## src/rtl/perf_counter_unit.sv

```systemverilog
// Core performance counters with a memory-mapped clear/freeze control word.
// Counters wrap at WIDTH bits and raise a sticky per-counter overflow flag.
module perf_counter_unit #(
  parameter int unsigned WIDTH     = 32,
  parameter logic [31:0] CTRL_ADDR = 32'h5014
) (
  input  logic        clk,
  input  logic        rst,
  input  logic        bubble,
  input  logic        retire,
  input  logic        branch_resolved,
  input  logic        branch_correct,
  input  logic        MemWrite,
  input  logic [31:0] addrb,
  input  logic [2:0]  funct3,
  input  logic [31:0] rs2_data,
  output logic [31:0] clk_cycles,
  output logic [31:0] invalid_clk_cycles,
  output logic [31:0] retired_instructions,
  output logic [31:0] correct_predictions,
  output logic [31:0] total_predictions,
  output logic        perf_frozen,
  output logic [4:0]  perf_overflow
);

  localparam int unsigned NUM_CNT = 5;
  localparam logic [2:0]  FUNCT3_SW = 3'b010;

  logic [NUM_CNT-1:0][WIDTH-1:0] cnt_q, cnt_d;
  logic [NUM_CNT-1:0]            ovf_q, ovf_d;
  logic [NUM_CNT-1:0]            event_v;
  logic                          frozen_q, frozen_d;
  logic                          ctrl_we;
  logic                          clear;
  logic                          unused_rs2;

  // Only word stores hit the control register; byte/half stores are ignored.
  assign ctrl_we    = MemWrite && (addrb == CTRL_ADDR) && (funct3 == FUNCT3_SW);
  assign clear      = ctrl_we && rs2_data[0];
  assign unused_rs2 = ^rs2_data[31:2];

  // Bit order matches the output ports and perf_overflow.
  assign event_v = {branch_resolved,
                    branch_resolved & branch_correct,
                    retire,
                    bubble,
                    1'b1};

  always_comb begin
    // NOTE: every always_comb target gets a default first so no path leaves it unassigned (no latch).
    cnt_d    = cnt_q;
    ovf_d    = ovf_q;
    frozen_d = frozen_q;
    if (ctrl_we) begin
      frozen_d = rs2_data[1];
    end
    if (clear) begin
      cnt_d = '0;
      ovf_d = '0;
    end else if (!frozen_q) begin
      for (int i = 0; i < NUM_CNT; i++) begin
        if (event_v[i]) begin
          cnt_d[i] = cnt_q[i] + WIDTH'(1);
          if (&cnt_q[i]) begin
            ovf_d[i] = 1'b1;
          end
        end
      end
    end
  end

  always_ff @(posedge clk) begin
    // NOTE: sequential state uses non-blocking assignments so all registers update from pre-edge values.
    if (rst) begin
      cnt_q    <= '0;
      ovf_q    <= '0;
      frozen_q <= 1'b0;
    end else begin
      cnt_q    <= cnt_d;
      ovf_q    <= ovf_d;
      frozen_q <= frozen_d;
    end
  end

  assign clk_cycles           = 32'(cnt_q[0]);
  assign invalid_clk_cycles   = 32'(cnt_q[1]);
  assign retired_instructions = 32'(cnt_q[2]);
  assign correct_predictions  = 32'(cnt_q[3]);
  assign total_predictions    = 32'(cnt_q[4]);
  assign perf_frozen          = frozen_q;
  assign perf_overflow        = ovf_q;

endmodule

```

## config.mk

```make
export PLATFORM = sky130hd
export DESIGN_NAME = perf_counter_unit
export DESIGN_NICKNAME = d
export VERILOG_FILES = /design/src/rtl/perf_counter_unit.sv
export SDC_FILE = /design/constraint.sdc
export NUM_CORES = 1
export LEC_CHECK = 0
export ABC_AREA = 1
export CAP_MARGIN = 20
export CORE_AREA = 2 2 145 147
export CTS_CLUSTER_DIAMETER = 200
export DETAILED_ROUTE_END_ITERATION = 10
export DIE_AREA = 0 0 147 149
export PLACE_DENSITY = 0.73
export SYNTH_ARGS = -nofsm -noshare
export SYNTH_HDL_FRONTEND = slang
export SYNTH_SLANG_ARGS = --single-unit
```

## constraint.sdc

```tcl
create_clock -name clk -period 1.4 [get_ports clk]
set_input_delay 0.21 -clock clk [delete_from_list [all_inputs] [get_ports clk]]
set_output_delay 0.21 -clock clk [all_outputs]
set_load 0.02 [all_outputs]
```

==> results.md, run 1 <==
- Worst Setup Start Kind: register
- Final weighted congestion of routability-driven global placement: just under 0.9
- Hold-fix buffer count after cts: 0
- Syn Nets: around 1400
- Gate power share: between 7 and 8%
- Std-Cell Core Area: between 0.02 and 0.025 sq mm
- Post-route standard cell area excluding fillers: ~0.015 sq mm
- Least-Margin Pin Slew: roughly 430 ps
- Clock-pin slew reported for the worst setup and hold paths after clock tree synthesis: 70 ps
- Routed length per instance: around 15 microns
- Sequential cell fraction of total power: between 40% and 50%
- Worst setup slack after layout: -194 ps
- CTS tree: yes
- Async set-reset flop share out of synthesis: 0%
- Hold Fails Final Rpt: 0
- Rel. slew slack: 70.8%
- Prevailing post-synth register cell: dfxtp_1
- Antenna diodes: 0
- Period utilization: 114%
- Clock share of power: a little under half
- Global-route wire length before repair: around 47 mm
- Level count of the clock H-tree: 4
- Number of CTS-inserted buffers: 17
- Endpoint arrival time on the critical path: about 1900 ps
- Top-area cell type share of the netlist area: a little under two fifths
- CP Data Required Time: 1730 ps
- Clock sink count: 166
- Final routed DRC violation total: 0
- Critical path start-end classification: register to register
- Total of buffers placed on input and output ports: 209
- Remaining Overflow, GRT: 0
- Num rows: between 50 and 60
- Hold Worst Slack: approximately 220 ps
- Worst-Skew Late Latency: 430 ps
- Die W: about 150 microns
- Initial DRC Count: around 720
- Most numerous cell types in the synthesized netlist: 333 x nand2_1, 305 x nor2_1, 166 x dfxtp_1
- Yosys synthesis warning count: 0
- Post-synthesis sequential area ratio: about 37%
- Post-placement cell area: 0.0129 sq mm
- Most instantiated library cell after synthesis: nand2_1
- Initial antenna violation count: 0
- VDD IR max: 0.000737 V
- Global-route usage over all layers: between 20% and 30%
- Leakage Power: 0.00631 uW
- Most area-hungry cell type in the Yosys netlist: dfxtp_1
- Count of vias placed by the detailed router: about 11000
- Instance count of the mapped netlist: 1344
- Minimum period implied by the final worst setup slack: 1590 ps
- Layout net count: approximately 1900
- Vias in the first global route: around 10000
- Power dissipated by switching net loads: around 2400 uW
- Die Height: around 150 microns
- CP Max Fanout: 8
- Hold crit path type: input pin to register
- Pwr dens: 661 mW/mm^2
- Fraction of power spent switching nets: 24.0%
- EDFF count, synth: 0
- Finish-stage setup viols: 90
- Setup crit end kind: register
- Most area-consuming cells after synthesis: dfxtp_1 37%, nand2_1 14%, nor2_1 13%, inv_1 6.0%, nand3_1 5.6%
- Int Power: approximately 7700 uW
- Violations in the final reports: negative setup slack
- Result of the run: finished with violations
- DR vias/cell: 5.11
- Maximum count of clock buffers along a single path: 2
- IO Count: 240
- Number of max-slew violations in the final report: 0
- Area growth from synthesis to final layout: 69.9%
- Half-perimeter wire length of the detailed placement result: slightly above 20 mm
- Max cap viols: 0
- Largest net degree at the start of global routing: 24
- Clock Skews: between 10 and 15 ps
- Floorplan die area: approximately 0.022 sq mm
- Layout cells sized above 1: between 40 and 50%
- Post-synthesis sequential element count: approximately 170
- Post-Syn Area per Cell: about 6.7 sq um
- Hold path depth: 6
- Routed Wire Length: ~32 mm
- Fmax: between 0.6 and 0.7 GHz
- CTS root buf: clkbuf_16
- Logic depth of the worst register-to-register path: 10
- Detailed-routing iteration count for the pre-antenna-repair pass: 5
- RSZ-0062 raised after global routing: yes
- Post-synthesis instance area: 0.00896 sq mm
- Number of different library cells in the post-synthesis netlist: 36
- Starting density of the core: a little over two fifths
- Post-route antenna net violation count: 0
- Overall Power: slightly above 10000 uW
## cells by family (layout without fill, tap and decap cells)
| family | after synthesis | count (layout) | share of synthesized area, % |
|---|---|---|---|
| and+or+nand+nor | 875 | 875 | 42.8 |
| DFF | 166 | 166 | 37.1 |
| buffers and inverters | 165 | 637 | 8.19 |
| xor gates and xnor gates | 86 | 86 | 8.40 |
| AOI/OAI and AO/OA | 47 | 47 | 2.83 |
| adders and majority gates | 5 | 5 | 0.698 |
## stage by stage
| stage | setup WS, ps | util, % | cells | TNS [ps] |
|---|---|---|---|---|
| final | -194 | 74.1 | 2091 | -6070 |
| after global routing | -291 | 74.1 | 2091 | -15610 |
| after CTS | -108 | 68.6 | 2059 | -1420 |
| after detailed placement | -575 | 62.5 | 2006 | -85430 |
| after global placement | -551 | 62.5 | 2006 | -82710 |
| after floorplan | -50.0 | - | 1344 | -112 |
## power groups by stage
stage	logic, uW	clock network [uW]	registers, uW
floorplan	210	0	4910
global placement	556	0	4870
detailed placement	563	0	4870
CTS	635	4620	4770
global route	782	4830	4750
finish	729	4590	4750
## timing repair
action,4_1_cts,5_1_grt
setup buffers,19,32
pin swaps,59,152
gates resized for setup,534,380
endpoints found under the setup margin,325,267
cloned,4,6
hold endpoints to repair,0,0
## placed cells by master (no fill, tap or decap), types with 48 or more instances in the layout
cell type / instances
xor2_1: 48
buf_4: 199
nand3_1: 69
nor2_4: 53
nor2_2: 49
dfxtp_2: 93
nand2_1: 291
clkdlybuf4s15_2: 69
nor2_1: 223
inv_1: 134
dfxtp_1: 55
## routing by layer
layer / track usage [%] / vias up / routed length (microns)
met4: 8.70 / 0 / 1010
met1: 32.1 / 4995 / 12600
met5: 0 / - / 0
li1: - / 5133 / -
met3: 4.25 / 89 / 2280
met2: 46.5 / 465 / 16300
## worst max-delay path, cell delays in order, from the launching register on
cell,delay [ps]
dfxtp_4,410
buf_6,140
nor2_4,190
buf_6,130
nand3_4,70
nor2_4,130
nand2_4,100
nor2_2,120
nand2_1,80
nand2_1,80
nor2_1,40
## area by class of cell
class                           instances  area, sq um
Clock inverter                         10         96.3
Inverter                              146          563
Tap cell                              275          344
Multi-Input combinational cell       1013         6100
Clock buffer                           22          464
Timing Repair Buffer                  459         4150
Sequential cell                       166         3510
Fill cell                            1478         5330
## sequential cells by signal (all words and copies together), names as in the netlist
register	count
perf_frozen	1
invalid_clk_cycles	32
retired_instructions	32
correct_predictions	32
clk_cycles	32
perf_overflow	5
total_predictions	32
## final timing paths
check / start / endpoint / slack [ps]
worst max-delay path: perf_frozen$_SDFFE_PP0P_ / invalid_clk_cycles[23]$_SDFFE_PP0N_ / -190
worst min-delay path: addrb[15] / perf_frozen$_SDFFE_PP0P_ / 220
worst max register to register: perf_frozen$_SDFFE_PP0P_ / invalid_clk_cycles[23]$_SDFFE_PP0N_ / -190
worst min register to register: perf_overflow[0]$_SDFFE_PP0P_ / perf_overflow[0]$_SDFFE_PP0P_ / 450
No activity file was read; power rests on OpenSTA's default activity.
==> run 2: changes to the inputs <==
--- a/config.mk
+++ b/config.mk
@@ -12,6 +12,7 @@
 export DETAILED_ROUTE_END_ITERATION = 10
 export DIE_AREA = 0 0 147 149
 export PLACE_DENSITY = 0.73
+export SLEW_MARGIN = 40
 export SYNTH_ARGS = -nofsm -noshare
 export SYNTH_HDL_FRONTEND = slang
 export SYNTH_SLANG_ARGS = --single-unit
==> results of run 2 <==
Same layout as run 1: the final DEF is identical, and so are final timing and power.
